File: config.mk
export PLATFORM = sky130hd
export DESIGN_NAME = keystream_serializer
export DESIGN_NICKNAME = d
export VERILOG_FILES = /design/src/rtl/keystream_serializer.sv
export SDC_FILE = /design/constraint.sdc
export NUM_CORES = 2
export LEC_CHECK = 0
export BUFFER_PORTS_ARGS = -buffer_cell sky130_fd_sc_hd__buf_2
export CORE_UTILIZATION = 59
export CTS_CLUSTER_DIAMETER = 60
export DETAILED_ROUTE_END_ITERATION = 6
export GPL_TIMING_DRIVEN = 0
export PLACE_DENSITY = 0.81
export SLEW_MARGIN = 15
export SYNTH_ARGS = -nofsm -noshare
export SYNTH_HDL_FRONTEND = slang
export SYNTH_SLANG_ARGS = --single-unit
export TNS_END_PERCENT = 5
File: constraint.sdc
create_clock -name i_clock -period 37.5 [get_ports i_clock]
set_clock_uncertainty 0.1 [all_clocks]
set_input_delay 1.875 -clock i_clock [delete_from_list [all_inputs] [get_ports i_clock]]
set_output_delay 1.875 -clock i_clock [all_outputs]
set_load 0.03 [all_outputs]
File: src/rtl/keystream_serializer.sv
`timescale 1ns/1ps
// ============================================================================
// keystream_serializer
// ----------------------------------------------------------------------------
// Bridges a ChaCha20 block core to a byte-wide valid/ready consumer.
// A small request FSM asks the core for 512-bit keystream blocks with an
// incrementing block index. Each captured block is then streamed out as 64
// bytes, least-significant byte first. Two block buffers are used: the output
// shift register currently draining, and a pending buffer holding the next
// block. The next block can therefore be computed while the current one
// drains, and the byte stream has no bubble at block boundaries.
//
// Parameters
//   INDEX_WIDTH : width of the internal block counter (1..64)
//   INDEX_INIT  : counter value after reset
//
// Ports
//   i_clock          : clock
//   i_reset          : asynchronous, active-high reset
//   i_enable         : permits new block requests
//   o_chacha_start   : one-cycle request pulse to the core
//   o_chacha_index   : block index (counter zero-extended to 64 bits)
//   i_chacha_done    : core done level
//   i_chacha_out     : 512-bit keystream block from the core
//   o_byte_data      : current output byte
//   o_byte_valid     : o_byte_data is valid
//   i_byte_ready     : consumer accepts the byte
//   o_exhausted      : sticky, set once the all-ones index has been used
//   o_busy           : request in flight or any buffered block present
// ============================================================================
module keystream_serializer #(
    parameter int                     INDEX_WIDTH = 64,
    parameter logic [INDEX_WIDTH-1:0] INDEX_INIT  = '0
) (
    input  logic         i_clock,
    input  logic         i_reset,
    input  logic         i_enable,
    output logic         o_chacha_start,
    output logic [63:0]  o_chacha_index,
    input  logic         i_chacha_done,
    input  logic [511:0] i_chacha_out,
    output logic [7:0]   o_byte_data,
    output logic         o_byte_valid,
    input  logic         i_byte_ready,
    output logic         o_exhausted,
    output logic         o_busy
);

    typedef enum logic [1:0] {
        C_IDLE  = 2'd0,
        C_START = 2'd1,
        C_ARM   = 2'd2,
        C_WAIT  = 2'd3
    } state_t;

    // Request FSM and block counter
    state_t                 r_state;
    logic                   r_start;
    logic [INDEX_WIDTH-1:0] r_counter;
    logic                   r_exhausted;

    // Output stage and pending buffer
    logic [511:0]           r_shift;
    logic [5:0]             r_byte_cnt;
    logic                   r_out_valid;
    logic [511:0]           r_pend;
    logic                   r_pend_full;

    // Combinational helpers
    logic                   w_xfer;
    logic                   w_last_xfer;
    logic                   w_out_free;
    logic                   w_capture;
    logic                   w_counter_max;
    logic [63:0]            w_index;

    // Handshake and capture decode
    always_comb begin
        w_xfer        = r_out_valid && i_byte_ready;
        w_last_xfer   = w_xfer && (r_byte_cnt == 6'd63);
        // Output stage is free on this edge if empty or its last byte leaves now
        w_out_free    = (!r_out_valid) || w_last_xfer;
        w_capture     = (r_state == C_WAIT) && i_chacha_done;
        w_counter_max = (r_counter == {INDEX_WIDTH{1'b1}});
    end

    // Zero-extend the block counter onto the 64-bit index bus
    always_comb begin
        w_index                  = 64'd0;
        w_index[INDEX_WIDTH-1:0] = r_counter;
    end

    // Request FSM: start pulse, index counter and exhaustion flag
    always_ff @(posedge i_clock or posedge i_reset) begin
        if (i_reset) begin
            r_state     <= C_IDLE;
            r_start     <= 1'b0;
            r_counter   <= INDEX_INIT;
            r_exhausted <= 1'b0;
        end else begin
            r_start <= 1'b0;
            case (r_state)
                C_IDLE: begin
                    // Only request when there is somewhere to put the result
                    if (i_enable && !r_pend_full && !r_exhausted) begin
                        r_state <= C_START;
                        r_start <= 1'b1;
                    end
                end
                C_START: begin
                    r_state <= C_ARM;
                end
                C_ARM: begin
                    // Core still shows the previous done level this cycle
                    r_state <= C_WAIT;
                end
                C_WAIT: begin
                    if (i_chacha_done) begin
                        r_state <= C_IDLE;
                        // The all-ones index is the last one; hold it there
                        if (w_counter_max) begin
                            r_exhausted <= 1'b1;
                        end else begin
                            r_counter <= r_counter + INDEX_WIDTH'(1);
                        end
                    end
                end
                default: begin
                    r_state <= C_IDLE;
                end
            endcase
        end
    end

    // Output shift register, byte counter and pending buffer
    always_ff @(posedge i_clock or posedge i_reset) begin
        if (i_reset) begin
            r_shift     <= 512'd0;
            r_byte_cnt  <= 6'd0;
            r_out_valid <= 1'b0;
            r_pend      <= 512'd0;
            r_pend_full <= 1'b0;
        end else begin
            if (w_capture && w_out_free) begin
                // Fresh block goes straight to the output stage
                r_shift     <= i_chacha_out;
                r_byte_cnt  <= 6'd0;
                r_out_valid <= 1'b1;
            end else if (w_last_xfer) begin
                if (r_pend_full) begin
                    // Seamless hand-over from the pending buffer
                    r_shift     <= r_pend;
                    r_byte_cnt  <= 6'd0;
                    r_out_valid <= 1'b1;
                    r_pend_full <= 1'b0;
                end else begin
                    r_shift     <= {8'h00, r_shift[511:8]};
                    r_byte_cnt  <= 6'd0;
                    r_out_valid <= 1'b0;
                end
            end else if (w_xfer) begin
                r_shift    <= {8'h00, r_shift[511:8]};
                r_byte_cnt <= r_byte_cnt + 6'd1;
            end

            // Output stage still busy: park the new block
            if (w_capture && !w_out_free) begin
                r_pend      <= i_chacha_out;
                r_pend_full <= 1'b1;
            end
        end
    end

    assign o_chacha_start = r_start;
    assign o_chacha_index = w_index;
    assign o_byte_data    = r_shift[7:0];
    assign o_byte_valid   = r_out_valid;
    assign o_exhausted    = r_exhausted;
    assign o_busy         = (r_state != C_IDLE) || r_out_valid || r_pend_full;

endmodule

==> results by group <==
Status
  – Status: completed

STA
  – Final Cycle Share: 0.1175
  – Count of pins over their slew limit: 0
  – Setup TNS: 0 ps
  – Worst Slack Setup Final: approximately 33000 ps
  – # setup viols final: 0
  – Worst Max-Slew Pin Slew: 971.8 ps
  – Relative slew slack: 0.3522
  – Min Tclk post-route: 4408 ps
  – RSZ-0062 raised after global routing: no
  – Final Hold Viols: 0
  – F_max: 226.9 MHz

Die
  – Die Area: 87760 µm²
  – Die height: about 300 µm
  – Die width: 296.2 µm
  – Initial Util: 0.5981
  – FP Rows: 107
  – Top Ports: ~600
  – Core area: 85410 µm²

Global route
  – Met3 GRT Util: 0.07967
  – Grt total ovfl: 0
  – Met1 Use GR: 0.4439
  – Most used routing layer: met2
  – First-pass GRT wire length: between 200000 and 250000 µm
  – Vias in the first global route: 43790
  – Antenna violations before repair: 130
  – GR Layer Usage met2: 0.5539
  – Total GRT Usage: 0.3489
  – Largest net degree at the start of global routing: 115

Routing
  – First-pass DRT Iterations: 6
  – Routed WL per cell: about 21 µm
  – DR vias/cell: 5.979
  – Post-Route WL: roughly 160000 µm
  – 1st-iter DRT viols: around 3800
  – Post-route ant nets: 0
  – Via count: around 45000
  – DRC Markers: 0

Finish
  – Fill cell count: roughly 6400
  – Layout Utilization: 0.7015
  – Fin nets: between 6000 and 7000
  – Register Area: 27530 µm²
  – Share of post-route cells with drive strength above 1: 0.2314
  – Multi-input logic area: 21800 µm²
  – Area delta synth->final: 17.29%

Place
  – Final HPWL DP: 110500 µm
  – RePlAce Congestion: between 0.9 and 1
  – IO Port Bufs: 592
  – Pre-CTS WS: around 32000 ps

Logic synthesis
  – Cell Area, Synth: around 51000 µm²
  – Ys flop type: dfrtp_1
  – EDFF count, synth: 0
  – Synth Net Count: just under 6000
  – Sequential cell area fraction in the yosys report: 0.5389
  – Unique masters post-synth: 46
  – Synth Warn #: 0
  – Ys async rst share: 1.000
  – Cells after Synth: 5397
  – Mean post-synth cell area: 9.465 µm²
  – FF+latch count, synth: 1100

Clock network
  – Resized cells post-CTS: 0
  – Number of CTS-inserted buffers: approximately 120
  – CTS tree: yes
  – CTS root buf: clkbuf_16
  – Longest Clk Path Bufs: 3
  – Reg clk slew, reported paths: roughly 60 ps
  – Post-CTS Hold Buffers: 0
  – Setup bufs post-CTS: 0
  – Clk sink count: 1100
  – Worst skew pair latency: roughly 700 ps
  – H-tree levels: 3

Critical path
  – Startpoint types: primary input
  – Crit path DAT: 4890 ps
  – Req. time, crit path: approximately 38000 ps
  – Worst-path fanout max: 10
  – Critical Path End Type: register
  – Critical path class: in2reg

Flow run
  – Maxcap violations: 0

Power and ir drop
  – Maximum vdd ir drop: between 0.05 and 0.06 mV
  – LEAKAGE: ~28 nW
  – P per Cell Area: approximately 71 nW/µm²

Worst hold path
  – Min-delay worst type: reg2reg
-- state kept, by name (all words and copies together), names as in the netlist --
register        count
r_pend_full         1
o_chacha_start      1
r_state             2
o_byte_valid        1
r_byte_cnt          6
r_pend            512
o_chacha_index     64
o_exhausted         1
r_shift           512
-- cells by family (layout without fill, tap and decap cells) --
kind of cell / count (synthesis) / after routing / share of synthesized area
and+or+nand+nor: 2261 / 2261 / 0.1994
DFF: 1100 / 1100 / 0.5389
AOI/OAI and AO/OA: 1031 / 1031 / 0.1018
muxes: 513 / 513 / 0.1131
buffers and inverters: 422 / 1234 / 0.03446
xor gates and xnor gates: 65 / 65 / 0.01114
adders and majority gates: 5 / 5 / 0.001225
other: 0 / 93 / 0
-- final timing paths --
path / startpoint / endpoint / slack (ps) / depth (start not counted)
worst max-delay path: i_byte_ready / r_shift[96]$_DFFE_PP0P_ / 33090 / 11
worst min-delay path: r_pend[506]$_DFFE_PP0P_ / r_shift[506]$_DFFE_PP0P_ / 390 / 2
worst max register to register: o_byte_valid$_DFFE_PP0P_ / r_shift[96]$_DFFE_PP0P_ / 33800 / 10
worst min register to register: r_pend[506]$_DFFE_PP0P_ / r_shift[506]$_DFFE_PP0P_ / 390 / 2
max in group asynchronous: i_reset / r_pend[405]$_DFFE_PP0P_ / 34320 / 5
min in group asynchronous: i_reset / o_chacha_index[61]$_DFFE_PP0P_ / 1080 / 2
-- report_power, final --
part / total (W) / internal [W] / leakage, nW / switching [W]
Clock: 0.00118 / 0.000687 / 1.92 / 0.000489
Combinational: 0.00102 / 0.000531 / 14.4 / 0.000490
Sequential: 0.00203 / 0.00172 / 12.1 / 0.000311
Total: 0.00423 / 0.00294 / 28.4 / 0.00129
-- synthesized netlist by cell type (all sizes together) (2+ instances only) --
cell type,count,share of area
inv,10,0.00073
nand2,1571,0.12
nand4,27,0.0039
a21oi,6,0.00059
and3,510,0.062
nor3b,2,0.00029
or4b,2,0.00039
buf,135,0.013
a32oi,7,0.0012
dfrtp,1100,0.54
nor4,21,0.0031
nor4b,2,0.00034
xor2,41,0.0070
or4,3,0.00044
xnor2,24,0.0041
mux2,513,0.11
and4,6,0.0010
nand3,38,0.0038
and2,6,0.00073
ha,5,0.0012
or3,7,0.0011
nor3,21,0.0025
clkbuf,277,0.020
o21ai,1014,0.099
nor2,39,0.0029
-- placed cells by master (no fill, tap or decap), drive strengths merged, types with 2 or more instances in the layout --
cell      netlist  routed
a21oi           6       6
nor3b           2       2
clkinvlp        0       4
ha              5       5
dfrtp        1100    1100
and4            6       6
diode           0      93
nor4           21      21
buf           135     738
a32oi           7       7
or4             3       3
xnor2          24      24
nand3          38      38
and3          510     510
nor3           21      21
nand4          27      27
inv            10      14
bufinv          0       8
clkinv          0      24
o21ai        1014    1014
and2            6       6
nor2           39      39
or3             7       7
nand2        1571    1571
or4b            2       2
xor2           41      41
mux2          513     513
nor4b           2       2
clkbuf        277     446
-- through the flow --
step / instance area (µm²) / hold WS (ps) / instances / power (W)
after global routing: 59860 / 412.0 / 7425 / 0.004440
after detailed placement: 55790 / 376.6 / 7144 / 0.003029
final: 59920 / 388.8 / 7446 / 0.004232
after floorplan: 51080 / 351.0 / 5397 / 0.002711
after CTS: 59680 / 391.2 / 7353 / 0.004212
after global placement: 55480 / 362.6 / 7133 / 0.002978
-- layer usage --
metal | vias up | wire, µm | share of wire
met4 | 84 | 8510 | 0.054
li1 | 19930 | - | -
met3 | 517 | 13090 | 0.084
met5 | - | 534 | 0.0034
met2 | 1992 | 74240 | 0.47
met1 | 22000 | 60280 | 0.38
-- critical path, stage by stage --
cell and delay (ps):
buf_2 100, and2_1 120, buf_2 210, nand4_1 190, and2_1 250, nor2_1 580
buf_2 460, buf_2 380, clkbuf_1 440, nand2_1 160, o21ai_0 130
-- area by class of cell --
class                           instances  share of cell area
Antenna cell                           93            0.003884
Buffer                                412             0.02876
Clock buffer                          169             0.05718
Clock inverter                         40            0.007831
Inverter                               10           0.0007518
Multi-Input combinational cell       3875              0.3638
Sequential cell                      1100              0.4594
Tap cell                             1144             0.02389
Timing Repair Buffer                  603             0.05450
No activity file was read; power rests on OpenSTA's default activity.
